$ cat config.mk
export PLATFORM = sky130hd
export DESIGN_NAME = bp_fe_ltb_ctrl
export DESIGN_NICKNAME = d
export VERILOG_FILES = /design/src/rtl/bp_fe_ltb_ctrl.sv
export SDC_FILE = /design/constraint.sdc
export NUM_CORES = 1
export LEC_CHECK = 0
export BUFFER_PORTS_ARGS = -buffer_cell sky130_fd_sc_hd__clkbuf_2
export CAP_MARGIN = 20
export CORE_MARGIN = 3
export CORE_UTILIZATION = 40
export CTS_CLUSTER_DIAMETER = 60
export DETAILED_ROUTE_END_ITERATION = 16
export PLACE_DENSITY = 0.74
export SLEW_MARGIN = 20
export SYNTH_ARGS = -nofsm -noshare
export SYNTH_HDL_FRONTEND = slang
export SYNTH_SLANG_ARGS = --single-unit
export TNS_END_PERCENT = 5
$ cat constraint.sdc
create_clock -name clk_i -period 3.5 [get_ports clk_i]
set_clock_uncertainty 0.1 [all_clocks]
set_input_delay 0.35 -clock clk_i [delete_from_list [all_inputs] [get_ports clk_i]]
set_output_delay 0.35 -clock clk_i [all_outputs]
set_load 0.03 [all_outputs]
$ cat src/rtl/bp_fe_ltb_ctrl.sv
// Loop termination buffer controller: shares a single-ported LTB RAM between prediction
// reads and buffered branch-resolution writes, with a post-reset zeroing sweep.
module bp_fe_ltb_ctrl #(
    parameter int vaddr_width_p     = 39,
    parameter int ltb_idx_width_p   = 6,
    parameter int ltb_entry_width_p = 40,
    parameter int max_stall_p       = 4
) (
    input  logic                         clk_i,
    input  logic                         reset_n_i,

    input  logic                         r_v_i,
    input  logic [vaddr_width_p-1:0]     r_addr_i,
    output logic                         r_ready_o,

    input  logic                         w_v_i,
    input  logic [vaddr_width_p-1:0]     w_addr_i,
    input  logic [ltb_entry_width_p-1:0] w_data_i,
    output logic                         w_yumi_o,

    output logic                         ram_v_o,
    output logic                         ram_w_o,
    output logic [ltb_idx_width_p-1:0]   ram_addr_o,
    output logic [ltb_entry_width_p-1:0] ram_data_o,
    input  logic [ltb_entry_width_p-1:0] ram_data_i,

    output logic                         pred_v_o,
    output logic [ltb_entry_width_p-1:0] pred_data_o,
    output logic                         init_done_o
);

    localparam int stall_width_lp = $clog2(max_stall_p + 1);
    localparam logic [stall_width_lp-1:0]  stall_max_lp = stall_width_lp'(max_stall_p);
    localparam logic [ltb_idx_width_p-1:0] last_idx_lp  = '1;

    typedef enum logic {
        e_clear,
        e_run
    } state_e;

    state_e                         state;
    logic [ltb_idx_width_p-1:0]     clr_ptr;
    logic                           wb_v;
    logic [ltb_idx_width_p-1:0]     wb_idx;
    logic [ltb_entry_width_p-1:0]   wb_data;
    logic [stall_width_lp-1:0]      stall_cnt;
    logic                           pred_v_r;
    logic                           fwd_r;
    logic [ltb_entry_width_p-1:0]   fwd_data_r;

    logic [ltb_idx_width_p-1:0]     r_idx;
    logic [ltb_idx_width_p-1:0]     w_idx;
    logic                           run;
    logic                           force_w;
    logic                           read_grant;
    logic                           wb_drain;
    logic                           w_accept;
    logic                           fwd_hit;

    // Entries are word-indexed; the byte offset and upper PC bits do not select an entry.
    assign r_idx = r_addr_i[ltb_idx_width_p+1:2];
    assign w_idx = w_addr_i[ltb_idx_width_p+1:2];

    logic unused_addr_bits;
    assign unused_addr_bits = ^{r_addr_i[vaddr_width_p-1:ltb_idx_width_p+2], r_addr_i[1:0],
                                w_addr_i[vaddr_width_p-1:ltb_idx_width_p+2], w_addr_i[1:0]};

    // A starved buffered write eventually pre-empts reads so updates cannot be held off forever.
    assign run        = (state == e_run);
    assign force_w    = wb_v && (stall_cnt == stall_max_lp);
    assign read_grant = run && r_v_i && !force_w;
    assign wb_drain   = run && wb_v && !read_grant;
    assign w_accept   = run && w_v_i && (!wb_v || wb_drain);
    assign fwd_hit    = wb_v && (wb_idx == r_idx);

    always_comb begin
        // NOTE: every output gets a default before any branch, so no path infers a latch.
        r_ready_o   = 1'b0;
        w_yumi_o    = 1'b0;
        ram_v_o     = 1'b0;
        ram_w_o     = 1'b0;
        ram_addr_o  = '0;
        ram_data_o  = '0;
        init_done_o = 1'b0;
        if (reset_n_i) begin
            unique case (state)
                e_clear: begin
                    ram_v_o    = 1'b1;
                    ram_w_o    = 1'b1;
                    ram_addr_o = clr_ptr;
                end
                e_run: begin
                    init_done_o = 1'b1;
                    r_ready_o   = !force_w;
                    w_yumi_o    = w_accept;
                    if (wb_drain) begin
                        ram_v_o    = 1'b1;
                        ram_w_o    = 1'b1;
                        ram_addr_o = wb_idx;
                        ram_data_o = wb_data;
                    end else if (read_grant) begin
                        ram_v_o    = 1'b1;
                        ram_addr_o = r_idx;
                    end
                end
                default: ;
            endcase
        end
    end

    assign pred_v_o    = reset_n_i && pred_v_r;
    assign pred_data_o = !reset_n_i ? '0 : (fwd_r ? fwd_data_r : ram_data_i);

    // NOTE: sequential state uses non-blocking assignments only, so every register samples
    // the pre-edge value of every other register.
    always_ff @(posedge clk_i) begin
        if (!reset_n_i) begin
            state     <= e_clear;
            clr_ptr   <= '0;
            wb_v      <= 1'b0;
            stall_cnt <= '0;
            pred_v_r  <= 1'b0;
            fwd_r     <= 1'b0;
        end else begin
            unique case (state)
                e_clear: begin
                    clr_ptr <= clr_ptr + 1'b1;
                    if (clr_ptr == last_idx_lp) begin
                        state <= e_run;
                    end
                end
                e_run:   ;
                default: state <= e_clear;
            endcase

            pred_v_r <= read_grant;
            if (read_grant) begin
                fwd_r <= fwd_hit;
            end

            if (w_accept) begin
                wb_v <= 1'b1;
            end else if (wb_drain) begin
                wb_v <= 1'b0;
            end

            if (wb_drain) begin
                stall_cnt <= '0;
            end else if (wb_v && read_grant && (stall_cnt != stall_max_lp)) begin
                stall_cnt <= stall_cnt + 1'b1;
            end
        end
    end

    // NOTE: payload registers carry no reset; their matching valid bits above gate every use.
    always_ff @(posedge clk_i) begin
        if (w_accept) begin
            wb_idx  <= w_idx;
            wb_data <= w_data_i;
        end
        if (read_grant) begin
            fwd_data_r <= wb_data;
        end
    end

endmodule
==> results of run 1 <==
[state kept, by name, indices dropped and copies added, names as in the netlist]
register    cells
run             1
wb_idx          6
fwd_data_r     40
wb_data        40
stall_cnt       3
clr_ptr         6
wb_v            1
fwd_r           1
pred_v_r        1
[layout make-up]
type	count	share of cell area, %
clock buffers	10	2.27
clock inverters	5	0.556
inverters	5	0.334
multi-input cells	195	25.8
flip-flops and latches	99	50.6
well taps	136	3.03
repair buffers	193	17.4
[worst max-delay path: stages (launching register included)]
cell and delay (ns):
dfxtp_1 0.66, nand2_1 0.21, nor2_4 0.68, a22oi_1 0.12
o21ai_0 0.22, clkbuf_2 0.24
[metal layers]
layer  up-vias  track usage [%]
li1       1531                -
met1      1507             19.9
met2       118             29.1
met3        21             3.11
met4         0             7.88
met5         -                0
[power by group]
part / internal (mW) / switching (mW)
sequential: 1.27 / 0.00380
clock: 0.252 / 0.366
combinational: 0.0870 / 0.117
[per-stage QoR]
stage	cell area, um2	instances
after global routing	5620	643
final	5620	643
after detailed placement	5460	628
after CTS	5620	643
after floorplan	4410	321
after global placement	5460	628
[cells by family (layout without fill, tap and decap cells)]
kind of cell	after synthesis	count (layout)	share of synthesized area (%)
and+or+nand+nor	121	121	16.8
muxes	42	42	9.55
DFF	99	99	64.6
xor gates and xnor gates	12	12	2.39
adders and majority gates	3	3	0.853
buffers and inverters	27	213	2.73
AOI/OAI and AO/OA	17	17	3.10
[final timing paths]
path                 from              to  slack [ns]  cells after the start
max                   run   ram_addr_o[2]        0.56                      5
min          w_data_i[15]     wb_data[15]        0.06                      1
max reg2reg           run       wb_idx[2]        1.12                      3
min reg2reg   wb_data[30]  fwd_data_r[30]        0.34                      0
[layout by cell type (no fill, tap or decap), drive strengths merged, types with 2 or more instances in the layout]
| cell | n |
|---|---|
| ha | 3 |
| nor2 | 4 |
| a21boi | 5 |
| buf | 6 |
| dfxtp | 13 |
| nand3 | 6 |
| a21oi | 2 |
| and3 | 42 |
| edfxtp | 86 |
| clkinv | 4 |
| o21ai | 3 |
| inv | 5 |
| nand2 | 9 |
| a222oi | 4 |
| and2 | 7 |
| xnor2 | 7 |
| xor2 | 5 |
| nand4 | 2 |
| nor2b | 48 |
| clkbuf | 197 |
| mux2i | 42 |
==> impl_metrics.json, run 1 <==
{
  "arrival_ns": 2.49,
  "worst_slew_pin_slew_ns": 0.842,
  "setup_tns_ns": 0,
  "design.portCount": 254,
  "syn-num-nets": 486,
  "met2WireLength_mm": 5.26,
  "die_width_um": 111,
  "gp_congestion": 0.779,
  "via_per_inst": 4.94,
  "ys_seq_area_share_pct": 64.6,
  "p_leak_nw": 2.38,
  "ant_nets": 0,
  "cts.path.max_buffers": 2,
  "row_count": 37,
  "grtUsageTotal_pct": 16.7,
  "holdWs_ns": 0.0599,
  "grt_pass1_vias": 3233,
  "ys_top_cells_by_count": "86 x edfxtp_1, 47 x nor2b_1, 42 x mux2i_1",
  "hpwl_mm": 7.58,
  "antennaDiodeCount": 0,
  "drive_gt1_share_pct": 42.8,
  "period_minus_slack_ns": 2.94,
  "synth_edf_count": 86,
  "multi_input_area_mm2": 0.00145,
  "ys_ff_latch": 99,
  "setup.worst_path.end_class": "primary output",
  "drv_cap": 0,
  "setup_viol": 0,
  "synth_top_area_cell": "edfxtp_1",
  "fin_crit_sh_pct": 84.0,
  "crit_required_ns": 3.05,
  "wl_per_cell_um": 16.0,
  "grt_max_degree": 46,
  "slew_violations": 0,
  "status": "finished clean",
  "min_path_type": "in2reg",
  "startpoint_type": "register",
  "cts_sinks": 99,
  "met1_length_mm": 4.16,
  "die_area_mm2": 0.0123,
  "ys.warnings.count": 0,
  "synthDistinctLibCells": 35,
  "highest_layer": "met4",
  "antenna_found_initial": 0,
  "area_growth_syn_to_layout_pct": 27.7,
  "ff_latch_area_mm2": 0.00284,
  "post-cts-setup-buffer-count": 0,
  "path_clk_slew_ns": 0.09,
  "drt_wl_total_mm": 10.3,
  "num_vias": 3177,
  "synth-async-reset-ratio_pct": 0,
  "design.core.area_mm2": 0.0105,
  "fmax_mhz": 340,
  "start_util_pct": 41.9,
  "port_buffers": 187,
  "grt_pass1_wl_mm": 16.3,
  "relSlewSlack_pct": 43.8,
  "htree_levels": 3,
  "post-route-drc-count": 0,
  "syn_inst": 321,
  "place_ws_ns": 0.951,
  "synth_top_area_share_pct": 58.7,
  "tritoncts": "built",
  "cts_root_buf": "clkbuf_8",
  "syn_area_per_cell_um2": 13.7,
  "first_iter_violations": 136,
  "worst_slack_ns": 0.560,
  "yosysMostFrequentCell": "edfxtp_1",
  "critPathKind": "reg2out",
  "fin_nets": 668,
  "synth_area_leaders": "edfxtp_1 59%, mux2i_1 9.6%, nor2b_1 6.7%",
  "die_y_um": 111,
  "routed-wl-met3_um": 598,
  "utilization_pct": 53.5,
  "rsz0062_at_grt": "false",
  "crit_path_max_fanout": 45,
  "first_pass_iters": 5,
  "clock_latency_ns": 0.36,
  "synthesis.area_mm2": 0.00440,
  "cts.repair.resized": 0,
  "cts_buffers": 9,
  "hold_violations": 0,
  "power_mw": 2.10,
  "grt-ovfl-total": 0,
  "n_fill_cell": 898,
  "pwr_density_cell_mw_per_mm2": 373,
  "cts_hold_buf": 0,
  "peakVddDrop_uv": 252,
  "ys.flop_type": "edfxtp_1"
}
(Power assumes the default switching activity.)
==> inputs of run 2 (changes only) <==
==> constraint.sdc (replaced) <==
create_clock -name clk_i -period 2.65 [get_ports clk_i]
set_clock_uncertainty 0.1 [all_clocks]
set_input_delay 0.265 -clock clk_i [delete_from_list [all_inputs] [get_ports clk_i]]
set_output_delay 0.265 -clock clk_i [all_outputs]
set_load 0.03 [all_outputs]
==> run 2 against run 1 <==
  * Hold slack better by 0.027 ns
  * Non-clock buffer count is 49 higher
  * Via count is 6.3% higher
  * Worst setup slack worse by 0.41 ns
  * Global-route usage is 0.97 points higher
  * Die area stayed put
==> impl_metrics.json, run 2 (synthesis results as in run 1) <==
{
  "setup.worst_path.end_class": "primary output",
  "worst_slew_pin_slew_ns": 0.614,
  "num_vias": 3376,
  "p_comb_share_pct": 11.6,
  "rsz0062_at_grt": "false",
  "min_path_type": "in2reg",
  "tritoncts": "built",
  "antenna_found_initial": 0,
  "first_pass_iters": 4,
  "final_cell_mix": "187 x clkbuf_2, 86 x edfxtp_1, 47 x nor2b_1",
  "period_minus_slack_ns": 2.50,
  "fmax_mhz": 400,
  "grt_use_met3_pct": 3.49,
  "fin_nets": 718,
  "r2r_cells": 6,
  "holdWs_ns": 0.0869,
  "fin_crit_sh_pct": 94.2,
  "clkPwrFrac_pct": 29.1,
  "gr-usage-met2_pct": 30.9,
  "gp_congestion": 0.816,
  "sequentialPowerShare_pct": 59.4,
  "path_delay_family": "simple AND/OR/NAND/NOR gates",
  "die_width_um": 111,
  "htree_levels": 3,
  "drt_wl_total_mm": 11.1,
  "p_leak_nw": 2.60,
  "cts_sinks": 99,
  "p_switching_mw": 0.661,
  "start_util_pct": 41.9,
  "setup_tns_ns": 0,
  "utilization_pct": 58.5,
  "met1_usage_pct": 21.0,
  "drive_gt1_share_pct": 39.4,
  "cts.path.max_buffers": 2,
  "r2r_end": "fwd_data_r[34]",
  "status": "finished clean",
  "cts_buffers": 9,
  "power_mw": 2.84,
  "antennaDiodeCount": 0,
  "worst-path-buf-inv": 2,
  "grt_pass1_wl_mm": 17.5,
  "peakVddDrop_uv": 309,
  "p_sw_share_pct": 23.3,
  "mostFrequentLayoutCell": "clkbuf_2",
  "grt_max_degree": 67,
  "cts_root_buf": "clkbuf_8",
  "ant_nets": 0,
  "relSlewSlack_pct": 59.1,
  "design.portCount": 254,
  "min-delay-start": "r_v_i",
  "hold_path_end": "pred_v_r",
  "design.core.area_mm2": 0.0105,
  "grt_pass1_vias": 3485,
  "first_iter_violations": 175,
  "path_clk_slew_ns": 0.09,
  "area_growth_syn_to_layout_pct": 39.8,
  "cts.repair.resized": 0,
  "grtUsageTotal_pct": 17.7,
  "clock_latency_ns": 0.35,
  "arrival_ns": 2.13,
  "slew_violations": 0,
  "grt-ovfl-total": 0,
  "slowest_stage": "dfxtp_1",
  "crit_path_max_fanout": 20,
  "hold_violations": 0,
  "r2r-start": "stall_cnt[0]",
  "n_fill_cell": 822,
  "pwr_density_cell_mw_per_mm2": 462,
  "wl_per_cell_um": 16.0,
  "setup_viol": 0,
  "port_buffers": 187,
  "crit_required_ns": 2.29,
  "internal_power_mw": 2.18,
  "critical-path-max-stage-delay_ns": 0.51,
  "critPathKind": "reg2out",
  "busiest_layer": "met2",
  "die_y_um": 111,
  "row_count": 37,
  "worstPathCellList": "nand2_1, nor2_4, buf_12, and3_1, clkbuf_2",
  "drv_cap": 0,
  "min_path_cells": 2,
  "post-route-drc-count": 0,
  "reg_top3": "fwd_data_r (40), wb_data (40)",
  "die_area_mm2": 0.0123,
  "hpwl_mm": 7.57,
  "startpoint_type": "register",
  "r2r_slack_ns": 0.83,
  "via_per_inst": 4.86
}
==> run 2: changes by cell type in the layout (fill, tap and decap cells not counted) <==
cell           change
clkinv_1           +1
nor2_2             +1
dlygate4sd3_1     +46
clkbuf_1           +1
clkinv_2           -1
buf_12             +3
==> run 2: power groups by stage <==
stage | clock network (mW) | registers [mW] | logic (mW)
6_report | 0.826 | 1.69 | 0.328
5_1_grt | 0.904 | 1.69 | 0.356
4_1_cts | 0.852 | 1.69 | 0.328
3_5_place_dp | 0 | 1.72 | 0.272
3_3_place_gp | 0 | 1.72 | 0.268
2_1_floorplan | 0 | 1.72 | 0.152
==> run 2: worst register-to-register path, stage by stage (launching register included) <==
cell and delay (ns):
dfxtp_1 0.38, inv_1 0.06, ha_1 0.25, nand3_1 0.12
nand3_1 0.14, inv_2 0.16, buf_4 0.30
==> run 2: how the worst max path moves through the flow <==
| stage | startpoint | end | slack (ns) | cells past startpoint |
|---|---|---|---|---|
| after floorplan | stall_cnt[0] | ram_addr_o[2] | 0.04 | 7 |
| after global placement | stall_cnt[0] | ram_data_o[9] | 0.49 | 7 |
| after detailed placement | stall_cnt[0] | ram_data_o[14] | 0.45 | 7 |
| after CTS | stall_cnt[0] | ram_data_o[14] | 0.06 | 7 |
| after global routing | wb_v | ram_data_o[17] | 0.01 | 5 |
| final | wb_v | ram_data_o[17] | 0.15 | 5 |
==> run 2: layout make-up <==
cell class | count | area [um2] | share of cell area (%)
Inverter | 5 | 18.8 | 0.305
Multi-Input combinational cell | 196 | 1460 | 23.7
Timing Repair Buffer | 242 | 1500 | 24.4
Sequential cell | 99 | 2840 | 46.2
Tap cell | 136 | 170 | 2.77
Clock inverter | 5 | 30.0 | 0.488
Clock buffer | 11 | 131 | 2.14
==> run 2: stage by stage <==
stage	cells	area [um2]	setup slack, ns
floorplan	321	4410	0.0428
global placement	631	5520	0.487
detailed placement	631	5520	0.455
CTS	693	6150	0.0566
global route	694	6150	0.0137
finish	694	6150	0.153
==> run 2: per-layer routing <==
| metal | up-vias | routed length, um | part of all wire [%] |
|---|---|---|---|
| met3 | 21 | 586 | 5.3 |
| met4 | 0 | 267 | 2.4 |
| met5 | - | 0 | 0 |
| met2 | 137 | 5730 | 52 |
| li1 | 1633 | - | - |
| met1 | 1585 | 4520 | 41 |
==> run 2: what timing repair did <==
action / CTS / global route
hold buffers: 46 / 0
setup buffers: 0 / 0
endpoints found under the setup margin: 0 / 25
endpoints found under the hold margin: 46 / 0
==> inputs of run 3 (changes only) <==
--- a/config.mk
+++ b/config.mk
@@ -8,10 +8,10 @@
 export BUFFER_PORTS_ARGS = -buffer_cell sky130_fd_sc_hd__clkbuf_2
 export CAP_MARGIN = 20
 export CORE_MARGIN = 3
-export CORE_UTILIZATION = 40
+export CORE_UTILIZATION = 47
 export CTS_CLUSTER_DIAMETER = 60
 export DETAILED_ROUTE_END_ITERATION = 16
-export PLACE_DENSITY = 0.74
+export PLACE_DENSITY = 0.82
 export SLEW_MARGIN = 20
 export SYNTH_ARGS = -nofsm -noshare
 export SYNTH_HDL_FRONTEND = slang
==> constraint.sdc (replaced) <==
create_clock -name clk_i -period 2.9 [get_ports clk_i]
set_clock_uncertainty 0.1 [all_clocks]
set_input_delay 0.29 -clock clk_i [delete_from_list [all_inputs] [get_ports clk_i]]
set_output_delay 0.29 -clock clk_i [all_outputs]
set_load 0.03 [all_outputs]
==> run 3 against run 2 <==
  * Worst setup slack improved by 0.12 ns
  * Sequential share of layout area up 0.61 points
  * Via count rose by 3.2%
  * Non-clock buffer count fell by 6
  * First-iteration DRC count stayed put
  * Combinational power shrank 10%
  * Register-to-register slack improved by 0.20 ns
  * Critical path depth grew 2
  * Flip-flop and latch count unchanged
==> impl_metrics.json, run 3 (synthesis results as in run 1) <==
{
  "slew_violations": 0,
  "grt_pass1_wl_mm": 16.9,
  "min_path_type": "in2reg",
  "clkPwrFrac_pct": 33.2,
  "critical-path-max-stage-delay_ns": 0.37,
  "critPathKind": "reg2out",
  "crit_path_max_fanout": 28,
  "post-route-drc-count": 0,
  "slowest_stage": "nor2_4",
  "design.portCount": 254,
  "htree_levels": 3,
  "drive_gt1_share_pct": 40.3,
  "drt_wl_total_mm": 11.5,
  "postPlaceCellArea_mm2": 0.00546,
  "num_vias": 3484,
  "n_fill_cell": 609,
  "path_clk_slew_ns": 0.09,
  "design.core.area_mm2": 0.00889,
  "multi_input_area_mm2": 0.00145,
  "area_growth_syn_to_layout_pct": 37.9,
  "mostFrequentLayoutCell": "clkbuf_2",
  "r2r_slack_ns": 1.03,
  "worst_slew_pin_slew_ns": 0.615,
  "first_iter_violations": 175,
  "hold_violations": 0,
  "cts.path.max_buffers": 2,
  "rsz0062_at_grt": "false",
  "relSlewSlack_pct": 59.0,
  "gp_congestion": 0.837,
  "p_leak_nw": 2.59,
  "pwr_density_cell_mw_per_mm2": 452,
  "cts_hold_buf": 37,
  "sequentialPowerShare_pct": 56.1,
  "antenna_found_initial": 0,
  "wl_per_cell_um": 17.4,
  "internal_power_mw": 2.09,
  "setup_viol": 0,
  "via_per_inst": 5.29,
  "clock_latency_ns": 0.35,
  "grt_pass1_vias": 3363,
  "cts_sinks": 99,
  "grt_max_degree": 39,
  "hpwl_mm": 7.70,
  "grtUsageTotal_pct": 21.1,
  "fin_crit_sh_pct": 90.5,
  "antennaDiodeCount": 0,
  "fmax_mhz": 381,
  "cts_buffers": 9,
  "die_width_um": 103,
  "startpoint_type": "register",
  "start_util_pct": 49.5,
  "cts_root_buf": "clkbuf_8",
  "p_switching_mw": 0.656,
  "reg_top3": "fwd_data_r (40), wb_data (40)",
  "peakVddDrop_uv": 325,
  "first_pass_iters": 5,
  "period_minus_slack_ns": 2.62,
  "setup_tns_ns": 0,
  "port_buffers": 187,
  "die_area_mm2": 0.0106,
  "p_comb_share_pct": 10.7,
  "p_sw_share_pct": 23.9,
  "arrival_ns": 2.23,
  "die_y_um": 103,
  "row_count": 34,
  "drv_cap": 0,
  "final_cell_mix": "187 x clkbuf_2, 86 x edfxtp_1, 47 x nor2b_1",
  "ff_latch_area_mm2": 0.00284,
  "setup.worst_path.end_class": "primary output",
  "ant_nets": 0,
  "cts.repair.resized": 0,
  "crit_required_ns": 2.51,
  "status": "finished clean",
  "tritoncts": "built",
  "post-cts-setup-buffer-count": 0,
  "final_area_mm2": 0.00607,
  "grt-ovfl-total": 0,
  "fin_nets": 711,
  "worstPathCellList": "inv_1, ha_1, a21boi_4, nor2_4, buf_4, and3_1, clkbuf_2"
}
## run 3: cell count changes in the layout (fill, tap and decap cells not counted), sizes merged
| cell | change |
|---|---|
| clkinv | -2 |
| clkbuf | -2 |
| dlygate4sd3 | -6 |
| inv | +3 |
| nor2 | -1 |
| bufinv | +1 |
## run 3: final timing paths
check,from,end,cells past startpoint
setup / recovery,stall_cnt[0],ram_data_o[3],7
hold / removal,w_data_i[4],wb_data[4],1
setup reg to reg,stall_cnt[0],fwd_data_r[12],6
hold reg to reg,wb_data[31],fwd_data_r[31],0
## run 3: routing by layer
| layer | vias to the layer above | share of wire, % | GRT usage, % |
|---|---|---|---|
| met5 | - | 0 | 0 |
| met4 | 0 | 2.1 | 7.77 |
| met3 | 23 | 5.8 | 3.99 |
| met2 | 164 | 53 | 36.3 |
| met1 | 1681 | 39 | 26.5 |
| li1 | 1616 | - | - |
## run 3: power groups by stage
stage	Clock, mW	Sequential (mW)	Combinational (mW)
finish	0.912	1.54	0.294
global route	0.992	1.54	0.318
CTS	0.935	1.54	0.289
detailed placement	0	1.57	0.248
global placement	0	1.57	0.243
floorplan	0	1.57	0.139
## run 3: final cells by class
| class | count | share of cell area (%) |
|---|---|---|
| Clock buffer | 9 | 2.04 |
| Clock inverter | 7 | 1.38 |
| Tap cell | 108 | 2.23 |
| Timing Repair Buffer | 236 | 23.3 |
| Sequential cell | 99 | 46.8 |
| Inverter | 5 | 0.309 |
| Multi-Input combinational cell | 195 | 23.9 |
## run 3: through the flow
step	setup slack [ns]	utilization (%)	power, mW	cells	hold slack [ns]
3_3_place_gp	0.709	61.5	1.82	603	0.320
4_1_cts	0.276	68.0	2.77	656	0.000704
3_5_place_dp	0.682	61.5	1.82	603	0.327
2_1_floorplan	0.0730	-	1.71	321	0.289
6_report	0.276	68.3	2.75	659	0.0200
5_1_grt	0.142	68.3	2.85	659	0.000876
## run 3: critical path, delay by kind of cell (launching register included)
| family | cells | cell delay [ns] |
|---|---|---|
| flops | 1 | 0.35 |
| compound gates | 1 | 0.11 |
| simple gates | 2 | 0.59 |
| buf+inv | 3 | 0.62 |
| fa+ha+maj | 1 | 0.22 |
